## src/rtl/lab4_display_scanner.sv

```systemverilog
// lab4_display_scanner: 4-digit multiplexed 7-segment driver with frame-synchronous double-buffered value
module lab4_display_scanner #(
  parameter int REFRESH_DIV = 100000,
  parameter int BLANK_LZ    = 0
) (
  input  logic        clk,
  input  logic        rst_n,
  input  logic        display_on,
  input  logic [15:0] value,
  input  logic        load,
  input  logic [3:0]  digit_en,
  output logic [3:0]  an,
  output logic [6:0]  cathode,
  output logic        frame_done
);
  localparam int CW = $clog2(REFRESH_DIV);
  localparam logic [111:0] SEG = {
    7'b0001110, 7'b0000110, 7'b0100001, 7'b1000110,
    7'b0000011, 7'b0001000, 7'b0010000, 7'b0000000,
    7'b1111000, 7'b0000010, 7'b0010010, 7'b0011001,
    7'b0110000, 7'b0100100, 7'b1111001, 7'b1000000
  };
  logic [CW-1:0] cnt_q, cnt_d;
  logic [1:0]    idx_q, idx_d;
  logic [15:0]   pending_q, pending_d, shadow_q, shadow_d;
  logic          pend_valid_q, pend_valid_d;
  logic [3:0]    an_q, an_d;
  logic [6:0]    cathode_q, cathode_d;
  logic          frame_done_q, frame_done_d;
  logic          tick, wrap, blank, lit;
  logic [3:0]    nib;
  always_comb begin
    tick         = cnt_q == CW'(REFRESH_DIV - 1);
    wrap         = tick && idx_q == 2'd3;
    cnt_d        = tick ? '0 : cnt_q + CW'(1);
    idx_d        = tick ? idx_q + 2'd1 : idx_q;
    pending_d    = load ? value : pending_q;
    pend_valid_d = wrap ? 1'b0 : (load ? 1'b1 : pend_valid_q);
    shadow_d     = wrap ? (load ? value : (pend_valid_q ? pending_q : shadow_q)) : shadow_q;
    nib          = shadow_d[{idx_d, 2'b00} +: 4];
    blank        = BLANK_LZ != 0 && idx_d != 2'd0 && (shadow_d >> {idx_d, 2'b00}) == 16'h0;
    lit          = display_on && digit_en[idx_d] && !blank;
    an_d         = tick ? (lit ? ~(4'b0001 << idx_d) : 4'hF) : an_q;
    cathode_d    = tick ? (lit ? SEG[{nib, 3'b000} - {3'b000, nib} +: 7] : 7'h7F) : cathode_q;
    frame_done_d = wrap;
  end
  always_ff @(posedge clk or negedge rst_n) begin
    if (!rst_n) begin
      cnt_q        <= '0;
      idx_q        <= 2'd3;
      pending_q    <= '0;
      pend_valid_q <= 1'b0;
      shadow_q     <= '0;
      an_q         <= 4'hF;
      cathode_q    <= 7'h7F;
      frame_done_q <= 1'b0;
    end else begin
      cnt_q        <= cnt_d;
      idx_q        <= idx_d;
      pending_q    <= pending_d;
      pend_valid_q <= pend_valid_d;
      shadow_q     <= shadow_d;
      an_q         <= an_d;
      cathode_q    <= cathode_d;
      frame_done_q <= frame_done_d;
    end
  end
  assign an         = an_q;
  assign cathode    = cathode_q;
  assign frame_done = frame_done_q;
endmodule

```

## config.mk

```make
export PLATFORM = sky130hd
export DESIGN_NAME = lab4_display_scanner
export DESIGN_NICKNAME = d
export VERILOG_FILES = /design/src/rtl/lab4_display_scanner.sv
export SDC_FILE = /design/constraint.sdc
export NUM_CORES = 1
export LEC_CHECK = 0
export CAP_MARGIN = 0
export CORE_AREA = 2 2 129 131
export CTS_CLUSTER_DIAMETER = 60
export CTS_CLUSTER_SIZE = 8
export DETAILED_ROUTE_END_ITERATION = 6
export DIE_AREA = 0 0 131 133
export HOLD_SLACK_MARGIN = 0.08
export PLACE_DENSITY_LB_ADDON = 0.1
export RECOVER_POWER = 100
export SLEW_MARGIN = 40
export SYNTH_ARGS = -nofsm -noshare
export SYNTH_HDL_FRONTEND = slang
export SYNTH_SLANG_ARGS = --single-unit
```

## constraint.sdc

```tcl
create_clock -name clk -period 6.38 [get_ports clk]
set_input_delay 0.957 -clock clk [delete_from_list [all_inputs] [get_ports clk]]
set_output_delay 0.957 -clock clk [all_outputs]
set_load 0.01 [all_outputs]
```

==> impl_metrics.tcl, run 1 <==
set metrics [dict create \
    status "finished, violations left" \
    failed_checks "capacitance limit, slew limit" \
    reg2reg_depth 18 \
    synth_ff_type "dfrtp_1" \
    synth_top_area_share_pct 27.0 \
    diodes 0 \
    cts_hold_buf 0 \
    post_cts_resized 0 \
    wirelength_mm 14.8 \
    hold_path_class "flop to flop" \
    synth.net_count 568 \
    regToRegStartpoint "cnt_q[0]" \
    synth.top_cells.by_area "dfrtp_1 (27%), dfstp_2 (7.2%), ha_1 (5.6%)" \
    grt_pass1_wl_mm 23.9 \
    path_cells "dlygate4sd3_1, nor2_1, nand3b_4, mux2_1, mux2_2, mux2_4, ha_1, nand2_1, a2111oi_0, a211oi_1, xnor2_1, buf_4, nor2_1, a221oi_1, a221oi_2, o32a_1" \
    clk_latency_ns 0.34 \
    tns_ns 0 \
    cts.sinks 64 \
    core_area_um2 16200 \
    synth_warnings 0 \
    vias_per_cell 5.48 \
    crit_family "compound AO/OA/AOI/OAI gates" \
    power_density_nw_per_um2 183 \
    max_freq_mhz 174 \
    p_total_mw 1.02 \
    synthCells 523 \
    peakVddDrop_uv 122 \
    synth-edff-count 0 \
    io_buffers 35 \
    setup_viol 0 \
    die-width_um 131 \
    worst_setup_path_end_kind "flop" \
    antenna_found_initial 0 \
    htreeDepth 3 \
    place.gp.congestion 0.850 \
    whs_path_depth 1 \
    cts-root-buf "clkbuf_16" \
    cts_buffers 9 \
    clockBufferDepth 2 \
    tritoncts "yes" \
    synthArstFlopShare_pct 100 \
    start_util_pct 29.2 \
    syn_area_per_cell_um2 9.02 \
    timing.final.hold_violations 0 \
    drtPass1Iterations 5 \
    hold_start "cnt_q[0]" \
    report.final.slew_viol_count 65 \
    dpl.hpwl_mm 9.93 \
    syn_to_final_growth_pct 18.0 \
    hold_end "cnt_q[0]" \
    layout_min_cycle_time_ns 5.76 \
    row_count 47 \
    slew_headroom_pct -145 \
    yosys.area.top_type "dfrtp_1" \
    cp_max_fo 16 \
    routedWlPerCell_um 19.3 \
    ys_top_cells_by_count "nand2_1 (52), dfrtp_1 (51), nor2_1 (39)" \
    postRouteAntennaNets 0 \
    ys_ff_latch 64 \
    synth_seq_area_share_pct 34.3 \
    maxCapViolations 1 \
    skew_ns 0.00491 \
    syn-cell-area_um2 4720 \
    fp.dieH_um 133 \
    vias 4198 \
    drive_gt1_share_pct 14.7 \
    ios 36 \
    path_clk_slew_ns 0.06 \
    p_leak_nw 2.28 \
    post-route-period-util_pct 90.3 \
    post_cts_buffers 0 \
    ff2ff_setup_slack_ns 0.62 \
    first_iter_violations 346 \
    slowest_delay_ns 0.58 \
    cp.required_ns 6.65 \
    grt_max_degree 65 \
    drc_errors 0 \
    grt_pass1_vias 4188 \
    worst_slew_pin_slew_ns 3.68 \
    cpMostUsedCell "nor2_1" \
    die-area_um2 17400 \
    reg2reg_to "cathode[6]" \
    num-nets-final 586 \
    arrival_ns 6.03 \
    startpoint_type "primary input" \
    crit_buf_inv 2 \
    crit_type "primary input to flop" \
    rsz0062_at_grt "no" \
    crit_slowest_cell "ha_1" \
    yosysMostFrequentCell "nand2_1" \
    ys_types 82 \
    grt.total_usage_pct 17.8 \
    globalRouteOverflowTotal 0 \
]
per-stage QoR:
stage                     instances  worst slack, ns  util [%]  hold slack (ns)  area (um2)
final                           766            0.620      34.4            0.476        5570
after global routing            766           0.0697      34.4            0.501        5570
after CTS                       766            0.594      34.5            0.485        5580
after detailed placement        750            0.395      32.5            0.476        5250
after global placement          750            0.511      32.5            0.476        5250
after floorplan                 523             1.03         -            0.448        4720
cells by family (layout without fill, tap and decap cells):
group | after synthesis | after routing | synth area share, %
flip-flops | 64 | 64 | 34.3
AND/OR/NAND/NOR | 178 | 178 | 19.8
multiplexers | 37 | 37 | 9.09
adder cells (fa/ha/maj) | 21 | 21 | 5.57
buffers and inverters | 60 | 83 | 5.36
XOR/XNOR | 18 | 18 | 3.63
AO/OA/AOI/OAI | 145 | 145 | 22.2
worst reg2reg max path, cell delays in order, from the launching register on:
cell and delay [ns]:
dfrtp_1 0.38, ha_1 0.21, and4_1 0.32, and4_1 0.61, buf_4 0.26, nand3b_4 0.15
mux2_1 0.37, mux2_2 0.27, mux2_4 0.34, ha_1 0.58, nand2_1 0.18, a2111oi_0 0.37
a211oi_1 0.16, xnor2_1 0.17, buf_4 0.25, nor2_1 0.11, a221oi_1 0.49, a221oi_2 0.11
o32a_1 0.38
routing by layer:
| layer | vias to the layer above | wire (um) | share of wire (%) | GRT usage [%] |
|---|---|---|---|---|
| met4 | 0 | 316 | 2.1 | 6.91 |
| met1 | 2079 | 7080 | 48 | 25.8 |
| met5 | - | 0 | 0 | 0 |
| li1 | 1983 | - | - | - |
| met3 | 21 | 705 | 4.8 | 2.83 |
| met2 | 115 | 6680 | 45 | 26.5 |
power by group:
group | total [mW] | leakage [nW] | switching, mW | internal, mW
Combinational | 0.0434 | 1.37 | 0.0214 | 0.0220
Sequential | 0.419 | 0.767 | 0.00312 | 0.416
Clock | 0.555 | 0.151 | 0.201 | 0.354
worst max path at each step:
stage / endpoint / startpoint / cells after the start / slack [ns]
detailed placement: cathode[6] / load / 16 / 0.40
CTS: cathode[6] / cnt_q[0] / 18 / 0.59
floorplan: cathode[2] / load / 17 / 1.03
global placement: cathode[6] / load / 16 / 0.51
finish: cathode[6] / load / 16 / 0.62
global route: cathode[6] / cnt_q[0] / 18 / 0.07
flip-flops by register name (all words and copies together), names as in the netlist:
signal        flops
shadow_q         16
cnt_q            17
idx_q             2
frame_done        1
pending_q        16
an                4
cathode           7
pend_valid_q      1
cells in the final DEF (no fill, tap or decap), drive strengths merged, types with 5 or more instances in the layout:
| cell | n |
|---|---|
| nand2 | 53 |
| clkbuf | 13 |
| clkdlybuf4s50 | 21 |
| dfrtp | 51 |
| nor2 | 41 |
| or3 | 6 |
| o21ai | 31 |
| and3 | 6 |
| a21o | 5 |
| o211ai | 8 |
| ha | 21 |
| a211oi | 10 |
| mux2i | 12 |
| a21oi | 21 |
| inv | 20 |
| xnor2 | 8 |
| nand3 | 22 |
| a31oi | 9 |
| nand4 | 8 |
| dfstp | 13 |
| dlygate4sd3 | 13 |
| buf | 9 |
| a2111oi | 7 |
| xor2 | 9 |
| mux2 | 24 |
| and2 | 9 |
| nor3 | 10 |
final cells by class:
type / count / area [um2]
fillers: 1675 / 10600
multi-input cells: 399 / 2850
clock buffers: 10 / 239
inverters: 21 / 78.8
well taps: 220 / 275
flip-flops and latches: 64 / 1620
repair buffers: 46 / 417
clock inverters: 6 / 91.3
No activity file was read; power rests on OpenSTA's default activity.
==> inputs of run 2 (changes only) <==
- MAX_ROUTING_LAYER: default -> met4
==> run 2 against run 1 <==
The run still ends with capacitance limit, slew limit left. Clock power hardly changed. Design area is 0.40% higher. Largest cell class unchanged. Critical endpoint unchanged. Critical path type is now flop to flop. Non-clock buffer count grew 4. Power fell by 0.13%.
==> impl_metrics.tcl, run 2 (synthesized netlist as in run 1, its figures left out) <==
set metrics [dict create \
    status "finished, violations left" \
    failed_checks "capacitance limit, slew limit" \
    grt_pass1_wl_mm 23.4 \
    cts_hold_buf 0 \
    p_sw_mw 0.224 \
    start_util_pct 29.2 \
    rsz0062_at_grt "no" \
    num-nets-final 590 \
    final_common_cell "nand2_1" \
    grt_pass1_vias 4108 \
    crit_buf_inv 2 \
    slew_headroom_pct -150 \
    top_regs "cnt_q x17, pending_q x16, shadow_q x16" \
    seq_power_share_pct 41.2 \
    arrival_ns 6.07 \
    setup_viol 0 \
    fin_area_um2 5590 \
    reg2reg_to "cathode[6]" \
    worst_slew_pin_slew_ns 3.75 \
    row_count 47 \
    max_freq_mhz 172 \
    post_cts_buffers 0 \
    fp.dieH_um 133 \
    drive_gt1_share_pct 14.5 \
    timing.final.hold_violations 0 \
    cp.required_ns 6.64 \
    drtPass1Iterations 5 \
    vias_per_cell 5.47 \
    cts-root-buf "clkbuf_16" \
    top_register "cnt_q" \
    crit_path_start "cnt_q[5]" \
    clk_latency_ns 0.34 \
    reg2reg_depth 17 \
    crit_type "flop to flop" \
    skew_ns 0.00672 \
    path_clk_slew_ns 0.06 \
    cp.depth 17 \
    power_frac_clock_pct 54.5 \
    place.gp.congestion 0.861 \
    ff2ff_setup_slack_ns 0.58 \
    power.share.combinational_pct 4.2 \
    worstSetupEndpoint "cathode[6]" \
    worst_setup_path_end_kind "flop" \
    grt.total_usage_pct 18.0 \
    startpoint_type "flop" \
    post_cts_resized 0 \
    power_density_nw_per_um2 182 \
    vias 4210 \
    cts_buffers 9 \
    htreeDepth 3 \
    layout_min_cycle_time_ns 5.80 \
    routedWlPerCell_um 19.0 \
    internal_power_mw 0.792 \
    grt_max_degree 65 \
    die-width_um 131 \
    maxCapViolations 1 \
    cp_max_fo 16 \
    dpl.hpwl_mm 9.84 \
    diodes 0 \
    cts.sinks 64 \
    final_cell_mix "nand2_1 (52), dfrtp_1 (51), nor2_1 (39)" \
    crit_slowest_cell "and4_1" \
    p_leak_nw 2.31 \
    crit_family "compound AO/OA/AOI/OAI gates" \
    post-route-period-util_pct 91.0 \
    dp_cells 754 \
    n_fill_cell 1692 \
    peakVddDrop_uv 129 \
    tns_ns 0 \
    largest_reg_flops 17 \
    placed_area_um2 5280 \
    cpMostUsedCell "mux2_2" \
    postRouteAntennaNets 0 \
    clockBufferDepth 2 \
    hold_path_class "flop to flop" \
    first_iter_violations 346 \
    drc_errors 0 \
    ios 36 \
    path_cells "nor4b_2, and4_1, clkbuf_1, nand3b_4, mux2_2, mux2_2, mux2_4, ha_1, nand2_1, a2111oi_0, a211oi_1, xnor2_1, buf_4, nor2_1, a221oi_1, a221oi_2, o32a_1" \
    syn_to_final_growth_pct 18.5 \
    swShare_pct 22.0 \
    fin_cells 770 \
    slowest_delay_ns 0.65 \
    core_area_um2 16200 \
    antenna_found_initial 0 \
    regToRegStartpoint "cnt_q[5]" \
    tritoncts "yes" \
    report.final.slew_viol_count 65 \
    globalRouteOverflowTotal 0 \
    die-area_um2 17400 \
    wirelength_mm 14.6 \
    io_buffers 35 \
]
==> run 2: cell types whose count changed in the layout (fill, tap and decap cells not counted), sizes merged <==
cell	change
buf	+2
clkinvlp	-3
clkinv	+3
clkbuf	+2
==> run 2: power by group through the flow <==
stage	Clock, mW	Sequential [mW]	Combinational (mW)
after global placement	0	0.426	0.0453
after global routing	0.593	0.420	0.0488
after CTS	0.573	0.419	0.0459
after floorplan	0	0.425	0.0173
after detailed placement	0	0.426	0.0454
final	0.554	0.419	0.0431
==> run 2: cell type report <==
| class | instances | area [um2] | area share [%] |
|---|---|---|---|
| sequential | 64 | 1620 | 28.9 |
| tap | 220 | 275 | 4.92 |
| clock inverter | 6 | 91.3 | 1.63 |
| inverter | 21 | 78.8 | 1.41 |
| clock buffer | 10 | 239 | 4.27 |
| timing repair buffer | 50 | 439 | 7.86 |
| multi-input combinational | 399 | 2850 | 51.0 |
==> run 2: stage by stage <==
| stage | power [mW] | setup WS, ns | utilization, % | hold WS [ns] |
|---|---|---|---|---|
| 2_1_floorplan | 0.443 | 1.03 | - | 0.448 |
| 3_3_place_gp | 0.472 | 0.527 | 32.6 | 0.478 |
| 3_5_place_dp | 0.472 | 0.471 | 32.7 | 0.483 |
| 4_1_cts | 1.04 | 0.659 | 34.7 | 0.491 |
| 5_1_grt | 1.06 | 0.117 | 34.6 | 0.509 |
| 6_report | 1.02 | 0.575 | 34.6 | 0.478 |
==> run 2: worst min-delay path by stage <==
| stage | slack, ns | to | cells after the start | from |
|---|---|---|---|---|
| after detailed placement | 0.48 | shadow_q[4] | 1 | shadow_q[4] |
| after CTS | 0.49 | cnt_q[13] | 1 | cnt_q[13] |
| after global routing | 0.51 | shadow_q[8] | 1 | shadow_q[8] |
| final | 0.48 | pending_q[7] | 1 | pending_q[7] |
| after global placement | 0.48 | cnt_q[0] | 1 | cnt_q[0] |
| after floorplan | 0.45 | cnt_q[0] | 1 | cnt_q[0] |
==> run 2: worst reg2reg max path, cell delays in order (launching register included) <==
cell and delay (ns):
dfrtp_1 0.45, nor4b_2 0.36, and4_1 0.65, clkbuf_1 0.30
nand3b_4 0.19, mux2_2 0.32, mux2_2 0.26, mux2_4 0.34
ha_1 0.58, nand2_1 0.18, a2111oi_0 0.39, a211oi_1 0.16
xnor2_1 0.16, buf_4 0.26, nor2_1 0.10, a221oi_1 0.55
a221oi_2 0.10, o32a_1 0.37
==> run 2: routing by layer <==
layer / vias to the layer above / track usage [%] / part of all wire (%)
li1: 1994 / - / -
met1: 2073 / 24.9 / 48
met2: 118 / 25.6 / 45
met3: 25 / 3.68 / 5.0
met4: 0 / 7.03 / 2.2
met5: - / - / 0
